--- src/rtl/iir_pkg.sv ---
`default_nettype none
// ============================================================================
// Module   : iir_pkg
// Brief    : Shared constants, FSM encoding and arithmetic helpers for the
//            time-multiplexed biquad cascade.
// Revision : 1.0 - initial release
// ============================================================================
package iir_pkg;

    localparam int COEF_PER_SEC = 5;
    localparam int IDX_A1       = 0;
    localparam int IDX_A2       = 1;
    localparam int IDX_B0       = 2;
    localparam int IDX_B1       = 3;
    localparam int IDX_B2       = 4;

    // Accumulator base selection for the MAC unit
    localparam logic [1:0] BASE_ZERO = 2'd0;
    localparam logic [1:0] BASE_X    = 2'd1;
    localparam logic [1:0] BASE_ACC  = 2'd2;

    typedef enum logic [1:0] {
        IDLE = 2'd0,
        RUN  = 2'd1,
        DONE = 2'd2
    } state_t;

    function automatic int coef_aw(input int nsec);
        return $clog2(COEF_PER_SEC * nsec);
    endfunction

    // Clamp a sign-extended accumulator value to a w-bit signed range
    function automatic logic signed [63:0] sat(input logic signed [63:0] acc, input int w);
        logic signed [63:0] hi;
        logic signed [63:0] lo;
        hi = (64'sd1 <<< (w - 1)) - 64'sd1;
        lo = -(64'sd1 <<< (w - 1));
        if (acc > hi) begin
            return hi;
        end else if (acc < lo) begin
            return lo;
        end
        return acc;
    endfunction

endpackage
`default_nettype wire

--- src/rtl/iir_mac_unit.sv ---
`default_nettype none
// ============================================================================
// Module   : iir_mac_unit
// Brief    : Single multiplier with FRAC shift, guarded accumulator and
//            saturating view of the running sum.
// Revision : 1.0 - initial release
// ============================================================================
module iir_mac_unit
    import iir_pkg::*;
#(
    parameter int W     = 25,
    parameter int FRAC  = 16,
    parameter int GUARD = 4
) (
    input  logic                clk,
    input  logic                i_en,
    input  logic [1:0]          i_base_sel,
    input  logic signed [W-1:0] i_x,
    input  logic signed [W-1:0] i_coef,
    input  logic signed [W-1:0] i_opnd,
    output logic signed [W-1:0] o_sat
);

    localparam int ACC_W = W + GUARD;

    logic signed [2*W-1:0]   w_prod;
    logic signed [ACC_W-1:0] w_term;
    logic signed [ACC_W-1:0] w_base;
    logic signed [ACC_W-1:0] w_sum;
    logic signed [ACC_W-1:0] r_acc;

    // Arithmetic shift floors toward -inf before narrowing into the accumulator
    assign w_prod = (2*W)'(i_coef) * (2*W)'(i_opnd);
    assign w_term = ACC_W'(w_prod >>> FRAC);

    always_comb begin
        w_base = '0;
        case (i_base_sel)
            BASE_X:   w_base = ACC_W'(i_x);
            BASE_ACC: w_base = r_acc;
            default:  w_base = '0;
        endcase
    end

    assign w_sum = w_base + w_term;
    assign o_sat = W'(sat(64'(w_sum), W));

    always_ff @(posedge clk) begin
        if (i_en) begin
            r_acc <= w_sum;
        end
    end

endmodule
`default_nettype wire

--- src/rtl/iir_biquad_cascade.sv ---
`default_nettype none
// ============================================================================
// Module   : iir_biquad_cascade
// Brief    : NSEC cascaded DF-II biquads sharing one MAC, five products per
//            section, with runtime-writable coefficients.
// Revision : 1.0 - initial release
// ============================================================================
module iir_biquad_cascade
    import iir_pkg::*;
#(
    parameter int W     = 25,
    parameter int FRAC  = 16,
    parameter int NSEC  = 2,
    parameter int GUARD = 4
) (
    input  logic                       CLK,
    input  logic                       Reset,
    input  logic                       in_valid,
    output logic                       in_ready,
    input  logic signed [W-1:0]        u,
    output logic signed [W-1:0]        y,
    output logic                       out_valid,
    input  logic                       coef_we,
    input  logic [coef_aw(NSEC)-1:0]   coef_addr,
    input  logic signed [W-1:0]        coef_data,
    input  logic                       clear_state
);

    localparam int NCOEF = COEF_PER_SEC * NSEC;
    localparam int AW    = coef_aw(NSEC);
    localparam int SW    = (NSEC > 1) ? $clog2(NSEC) : 1;

    state_t              r_state;
    state_t              w_next;
    logic signed [W-1:0] r_coef [NCOEF];
    logic signed [W-1:0] r_w1   [NSEC];
    logic signed [W-1:0] r_w2   [NSEC];
    logic signed [W-1:0] r_w;
    logic signed [W-1:0] r_x;
    logic [SW-1:0]       r_sec;
    logic [2:0]          r_k;
    logic [AW-1:0]       r_base;
    logic [AW-1:0]       w_cidx;
    logic                w_last;
    logic [1:0]          w_base_sel;
    logic signed [W-1:0] w_opnd;
    logic signed [W-1:0] w_coef;
    logic signed [W-1:0] w_sat;

    assign in_ready = Reset && (r_state != RUN);
    assign w_last   = (r_sec == SW'(NSEC - 1));

    always_ff @(posedge CLK) begin
        if (!Reset) begin
            r_state <= IDLE;
        end else begin
            r_state <= w_next;
        end
    end

    always_comb begin
        w_next = r_state;
        case (r_state)
            IDLE:    if (in_valid) w_next = RUN;
            RUN:     if (r_k == 3'd4 && w_last) w_next = DONE;
            DONE:    w_next = in_valid ? RUN : IDLE;
            default: w_next = IDLE;
        endcase
    end

    // Step k selects coefficient index k directly: a1, a2, b0, b1, b2
    always_comb begin
        w_cidx     = r_base + AW'(r_k);
        w_opnd     = r_w2[r_sec];
        w_base_sel = BASE_ACC;
        case (r_k)
            3'd0: begin w_opnd = r_w1[r_sec]; w_base_sel = BASE_X;    end
            3'd1: begin w_opnd = r_w2[r_sec]; w_base_sel = BASE_ACC;  end
            3'd2: begin w_opnd = r_w;         w_base_sel = BASE_ZERO; end
            3'd3: begin w_opnd = r_w1[r_sec]; w_base_sel = BASE_ACC;  end
            default: begin w_opnd = r_w2[r_sec]; w_base_sel = BASE_ACC; end
        endcase
    end

    assign w_coef = r_coef[w_cidx];

    iir_mac_unit #(
        .W     (W),
        .FRAC  (FRAC),
        .GUARD (GUARD)
    ) u_mac (
        .clk        (CLK),
        .i_en       (r_state == RUN),
        .i_base_sel (w_base_sel),
        .i_x        (r_x),
        .i_coef     (w_coef),
        .i_opnd     (w_opnd),
        .o_sat      (w_sat)
    );

    always_ff @(posedge CLK) begin
        if (!Reset) begin
            y         <= '0;
            out_valid <= 1'b0;
            r_w       <= '0;
            r_x       <= '0;
            r_sec     <= '0;
            r_k       <= '0;
            r_base    <= '0;
            for (int i = 0; i < NSEC; i++) begin
                r_w1[i] <= '0;
                r_w2[i] <= '0;
            end
            for (int i = 0; i < NCOEF; i++) begin
                r_coef[i] <= '0;
            end
        end else begin
            out_valid <= 1'b0;
            if (r_state != RUN) begin
                if (r_state == IDLE && coef_we && int'(coef_addr) < NCOEF) begin
                    r_coef[coef_addr] <= coef_data;
                end
                if (r_state == IDLE && clear_state) begin
                    for (int i = 0; i < NSEC; i++) begin
                        r_w1[i] <= '0;
                        r_w2[i] <= '0;
                    end
                end
                if (r_state == DONE) begin
                    y         <= r_x;
                    out_valid <= 1'b1;
                end
                if (in_valid) begin
                    r_x    <= u;
                    r_sec  <= '0;
                    r_k    <= '0;
                    r_base <= '0;
                end
            end else begin
                if (r_k == 3'd1) begin
                    r_w <= w_sat;
                end
                // Section output becomes the next section's input
                if (r_k == 3'd4) begin
                    r_x         <= w_sat;
                    r_w2[r_sec] <= r_w1[r_sec];
                    r_w1[r_sec] <= r_w;
                    r_k         <= '0;
                    r_sec       <= r_sec + 1'b1;
                    r_base      <= r_base + AW'(COEF_PER_SEC);
                end else begin
                    r_k <= r_k + 3'd1;
                end
            end
        end
    end

endmodule
`default_nettype wire

--- config.mk ---
export PLATFORM = sky130hd
export DESIGN_NAME = iir_biquad_cascade
export DESIGN_NICKNAME = d
export VERILOG_FILES = /design/src/rtl/iir_pkg.sv /design/src/rtl/iir_mac_unit.sv /design/src/rtl/iir_biquad_cascade.sv
export SDC_FILE = /design/constraint.sdc
export NUM_CORES = 2
export LEC_CHECK = 0
export BUFFER_PORTS_ARGS = -buffer_cell sky130_fd_sc_hd__buf_2
export CAP_MARGIN = 10
export CORE_UTILIZATION = 46
export CTS_CLUSTER_DIAMETER = 40
export CTS_CLUSTER_SIZE = 14
export DETAILED_ROUTE_END_ITERATION = 6
export SLEW_MARGIN = 20
export SYNTH_ARGS = -nofsm -noshare
export SYNTH_HDL_FRONTEND = slang
export SYNTH_HIERARCHICAL = 1
export SYNTH_SLANG_ARGS = --single-unit
--- constraint.sdc ---
create_clock -name CLK -period 13.81 [get_ports CLK]
set_clock_uncertainty 0.1 [all_clocks]
set_input_delay 2.762 -clock CLK [delete_from_list [all_inputs] [get_ports CLK]]
set_output_delay 2.762 -clock CLK [all_outputs]
set_load 0.05 [all_outputs]
After elaboration in Yosys (flattened, before gate mapping) --
Memory sizes are Yosys's and may differ from the RTL's. A register that Yosys moved wholly into a read port is not among the register bits. Index checks and enable logic that the tools add are counted. Widths: inputs -> output; s select.
Word-level totals: memories kept 3, register bits 115, memory bits (writable) 350, output and inout bits 27, word-level logic and storage cells 110, input bits 59
Cells by class: eq/ne operators 12, add/subtract/negate cells 5, reduce and logical (&&, ||, !) cells 17, mux-type cells 55, bitwise logic cells 5, order comparisons 3, $mul 1
Memory list:
- r_coef | depth 10, bits a word 25, rd ports 1, clocked after memory_dff 0, wr ports 10, RTL line iir_biquad_cascade.sv:35 | logic signed [W-1:0] r_coef [NCOEF];
- r_w1 | depth 2, bits a word 25, rd ports 1, clocked after memory_dff 1, wr ports 2, RTL line iir_biquad_cascade.sv:36 | logic signed [W-1:0] r_w1 [NSEC];
- r_w2 | depth 2, bits a word 25, rd ports 1, clocked after memory_dff 1, wr ports 2, RTL line iir_biquad_cascade.sv:37 | logic signed [W-1:0] r_w2 [NSEC];
Operators by type and width (count):
- $mux 25 | 13
- $reduce_or 25->1 | 3
- $pmux 29 s2 | 1
- $pmux 25 s2 | 1
- $mul 25x25->45 | 1
- $add 29x29->29 | 1
- $gt 29x25->1 const B | 1
- $lt 29x25->1 const B | 1
- $mux 1 | 29
- $mux 4 | 4
- $reduce_and 2->1 | 5
- $mux 3 | 3
- $eq 3x2->1 const B | 2
- $ne 2x2->1 const B | 3
- $pmux 2 s3 | 1
- $logic_and 1x1->1 | 5
- $add 4x3->4 | 1
- $add 4x3->4 const B | 1
- $eq 2x1->1 const B | 2
- $eq 2x2->1 const B | 2
- $lt 4x4->1 const B | 1
- $mux 2 | 2
- $or 1x1->1 | 4
- $pmux 2 s2 | 1
- 10 further kinds | 10

Logic depth before layout (Yosys ltp) --
word-level depth 11, depth in mapped cells 49, depth with buffers taken out 43

Cells and area by module --
The synthesis kept the hierarchy.
By module, submodules not included:
- iir_biquad_cascade | times used 1, cells an instance 1853, area each 24878.9 µm², seq. area each 16756.1 µm²
- iir_mac_unit | times used 1, cells an instance 2648, area each 24165.7 µm², seq. area each 870.8 µm²

Worst setup path after synthesis --
OpenSTA, ideal clock, no wires.
path type reg-to-reg, from reg r_k[0], to reg r_x[5], setup slack 2.523 ns, clock period less this slack 11.287 ns, data required time 13.568 ns, buffers on the path 7, data arrival time 11.045 ns, cell stages (with the launch flop) 49, setup time 0.142 ns, cells stage by stage dfxtp_1 ha_1 inv_1 fa_1 buf_4 buf_2 buf_1 mux4_2 o211ai_1 nand3_1 clkbuf_1 nand2_1 fa_1 inv_1 fa_1 inv_1 fa_1 fa_1 [13 not listed] nand2b_1 a21oi_1 nor2_1 xnor2_1 ha_1 buf_2 a21o_1 a21o_1 a221oi_1 nor2_1 a2111oi_4 o21a_1 xnor3_2 a41oi_4 buf_6 o21ai_1 nand2_1 a311oi_1
On the way: elaborated cells on any way between the ends 24, classes of those cells 2 x add/sub; 1 x mul; 2 x order compare; 5 x eq/ne; 9 x mux; 4 x reduce/logical; 1 x memory
RTL lines:
- from (decl) | RTL line iir_biquad_cascade.sv:41 | logic [2:0] r_k;
- from (signal assigned) | RTL line iir_biquad_cascade.sv:152 | r_k <= r_k + 3'd1;
- $add 4x3->4 (*) | RTL line iir_biquad_cascade.sv:73 | w_cidx = r_base + AW'(r_k);
- $mem_v2 10x25 (*)
- via w_coef[23] | RTL line iir_biquad_cascade.sv:47 | logic signed [W-1:0] w_coef;
- $mul 25x25->45 (*) | RTL line iir_mac_unit.sv:33 | assign w_prod = (2*W)'(i_coef) * (2*W)'(i_opnd);
- $add 29x29->29 (*) | RTL line iir_mac_unit.sv:45 | assign w_sum = w_base + w_term;
- $lt 29x25->1 | RTL line iir_pkg.sv:40 | end else if (acc < lo) begin
- $mux 1 | RTL line iir_pkg.sv:40
- $mux 1 | RTL line iir_pkg.sv:38 | if (acc > hi) begin
- $mux 25 (*) | RTL line iir_pkg.sv:43 | return acc;
- via w_sat[5] | RTL line iir_biquad_cascade.sv:48 | logic signed [W-1:0] w_sat;
- $mux 25 (*) | RTL line iir_biquad_cascade.sv:144 | if (r_k == 3'd4) begin
- $mux 25 (*) | RTL line iir_biquad_cascade.sv:119 | if (r_state != RUN) begin
- to (signal assigned) | RTL line iir_biquad_cascade.sv:134 | r_x <= u;
- to (signal assigned) | RTL line iir_biquad_cascade.sv:145 | r_x <= w_sat;
- to (decl) | RTL line iir_biquad_cascade.sv:39 | logic signed [W-1:0] r_x;
The timed path passes the listed nets; every way through them passes the cells marked *. The select of a mux whose other input is x is not followed. A chain may end at the register's enable or synchronous reset.

Worst setup path after layout --
from reg r_k[0], to reg r_x[22]
On the way: elaborated cells on any way between the ends 24, classes of those cells 2 x add/sub; 1 x mul; 2 x order compare; 5 x eq/ne; 9 x mux; 4 x reduce/logical; 1 x memory
RTL lines:
- $add 4x3->4 (*) | RTL line iir_biquad_cascade.sv:73
- $mem_v2 10x25 (*)
- via w_coef[3] | RTL line iir_biquad_cascade.sv:47
- $mul 25x25->45 (*) | RTL line iir_mac_unit.sv:33
- $add 29x29->29 (*) | RTL line iir_mac_unit.sv:45
- via u_mac.w_sum[26] | RTL line iir_mac_unit.sv:29 | logic signed [ACC_W-1:0] w_sum;
- $lt 29x25->1 | RTL line iir_pkg.sv:40
- $mux 1 | RTL line iir_pkg.sv:40
- $mux 1 | RTL line iir_pkg.sv:38
- $mux 25 (*) | RTL line iir_pkg.sv:43
- via w_sat[22] | RTL line iir_biquad_cascade.sv:48
- $mux 25 (*) | RTL line iir_biquad_cascade.sv:144
- $mux 25 (*) | RTL line iir_biquad_cascade.sv:119
Marked as above.

==> reports/summary.txt <==
Initial antenna violation count -> 4
Mapped Cells -> 4501
RSZ-0062 raised after global routing -> false
Synth async-reset ratio -> 0
Final Cell Area -> 0.0555 sq mm
Core ar. -> 0.106 sq mm
Layout area overhead -> 13.2%
R2R depth -> 41
Largest family of logic cells by synthesized area -> adder cells
Most frequent cells in the layout -> inv_1, fa_1, nand2_1
Gr ovfl total -> 0
Status -> finished clean
Most common cell on crit path -> fa_1
Gr usage total -> 0.255
IO Port Bufs -> 85
Endpoints failing setup -> 0
Layout Nets -> 5568
Post-DP HPWL -> 98.2 mm
Netlist cell types -> 74
Initial DRC count -> 2570
TritonCTS clock tree -> yes
Fraction of layout cells with a size suffix above 1 -> 0.125
TritonRoute pass-1 iters -> 6
Gates resized, CTS repair -> 0
I/O pin cnt -> 86
Grt met2 use -> 0.441
Global-route wire length before repair -> 208 mm
Post-CTS setup buffers -> 0
Placed cell area -> 0.0524 sq mm
Critical path's slowest cell -> fa_4
Maximum operating frequency -> 76.6 MHz
Post-route ant nets -> 0
Avg Inst Size Synth -> 10.9 sq um
Critical path required time -> 14.18 ns
CTS max path bufs -> 3
Yosys reg bits -> 616
Die Footprint -> 0.108 sq mm
# rows -> 119
Horiz. Die Dim -> 329 um
Clock Latency Late Sink -> 0.67 ns
Vias in the first global route -> 34900
Synth Area in XOR/XNOR -> 0.0139
Routed vias/inst -> 5.35
Simple-Gate Fraction of Synth Area -> 0.142
Drc violations -> 0
H-tree levels -> 3
CTS sink cnt -> 616
CP max FO -> 42
Total Routed Length -> 134 mm
Met3 usage -> 0.0286
WS Path Type -> reg -> reg
Commonest non-fill, non-tap cell in the layout -> inv_1
Clock slew at reported path FFs -> 0.05 ns
Final Max Slew Viols -> 0
Final GP Congestion -> 0.935
CTS buffer count -> 86
EDFF count, synth -> 529
Slack of the critical path -> 0.756 ns
Finished Layout Cells -> 6197
# hold bufs at CTS -> 0
Root buffer cell -> clkbuf_16
Startpoint types -> register
Most used routing layer -> met2
Place WS -> 0.903 ns
Compound-gate portion of the synthesized area -> 0.0621
CP max stage delay -> 1.05 ns
Period utilization -> 0.945
Mux contribution to synthesized area -> 0.0569
Slew HR -> 0.174
Starting Density -> 0.465
Final min period -> 13.05 ns
GR Util met1 -> 0.332
Ys flop type -> edfxtp_1
Final hold vios -> 0
Critical path arrival -> 13.42 ns
DP Cell Count -> 6035
Slew @ Worst Pin -> 1.24 ns
Hold WC Path Type -> reg -> reg
Largest net degree at the start of global routing -> 82
Synth warnings -> 6
Crit. End Element -> register
Wire per inst -> 21.6 um
# Max-Cap Violations -> 0
DIE HEIGHT -> 329 um
Worst reg-to-reg setup slack -> 0.76 ns
Setup_tns -> 0 ns
Post-Syn Area -> 0.0490 sq mm
Routed vias -> 33200
Seq/Total Area, Yosys -> 0.359
Cell depth of the worst hold path -> 2
Adder-cell share of the synthesized area -> 0.291
[flip-flops by register name, indices dropped and copies added, names as in the netlist, named ones only]
signal / cells
r_w1: 50
r_base: 4
r_k: 3
r_x: 25
r_state: 2
out_valid: 1
r_w: 25
r_w2: 50
u_mac/r_acc: 29
r_sec: 1
y: 25
r_coef: 400
[cell families after synthesis]
kind of cell | after synthesis
AO/OA/AOI/OAI | 424
XOR/XNOR | 75
buffers and inverters | 946
AND/OR/NAND/NOR | 1508
flip-flops | 616
adder cells (fa/ha/maj) | 777
multiplexers | 154
other | 1
[critical path: cells and delay by family (launching register included)]
kind            cells  cell delay [ns]
fa+ha+maj          11             5.45
compound gates     11             2.94
simple gates        9             2.35
buf+inv             7             0.88
flops               1             0.46
mux                 1             0.38
xor+xnor            2             0.28
[metrics by stage]
step                hold WS, ns  utilization
global route              0.373        0.526
floorplan                 0.345            -
detailed placement        0.344        0.497
finish                    0.350        0.526
CTS                       0.352        0.526
global placement          0.341        0.497
[metal layers]
| metal | vias to the layer above | part of all wire |
|---|---|---|
| li1 | 15000 | - |
| met3 | 218 | 0.051 |
| met4 | 2 | 0.038 |
| met5 | - | 0.000082 |
| met2 | 943 | 0.50 |
| met1 | 17100 | 0.41 |
[cell type report]
type	instances	area [sq um]
Multi-Input combinational cell	3088	28700
Inverter	681	2560
Clock buffer	92	2180
Tap cell	1391	1740
Sequential cell	616	17600
Clock inverter	68	891
Timing Repair Buffer	259	1860
Fill cell	9500	50100
Antenna cell	2	5.00
[synth_stat cells, types with 22 or more instances]
cell | instances | share of area
inv_1 | 679 | 0.052
fa_1 | 606 | 0.25
nand2_1 | 558 | 0.043
edfxtp_1 | 529 | 0.32
nor2_1 | 400 | 0.031
and2_1 | 374 | 0.048
clkbuf_1 | 206 | 0.016
ha_1 | 171 | 0.044
a21oi_1 | 111 | 0.011
mux4_2 | 100 | 0.046
nand3_1 | 88 | 0.0090
dfxtp_1 | 87 | 0.036
mux2i_1 | 54 | 0.011
xnor2_1 | 54 | 0.0096
o211ai_1 | 53 | 0.0081
o21ai_0 | 50 | 0.0051
a21o_1 | 30 | 0.0046
a211o_1 | 28 | 0.0050
buf_2 | 27 | 0.0028
a22oi_1 | 26 | 0.0040
a311oi_1 | 25 | 0.0045
nor2b_1 | 25 | 0.0032
o221ai_1 | 25 | 0.0045
nand2b_1 | 22 | 0.0028
[path summary, 6_finish.rpt]
kind,end,from
worst max-delay path,r_x[22],r_k[0]
worst min-delay path,y[15],y[15]
worst min register to register,y[15],y[15]
worst max register to register,r_x[22],r_k[0]
Power is not shown: default switching activity piles up to over one toggle a cycle in this logic, so the estimate is an artifact.
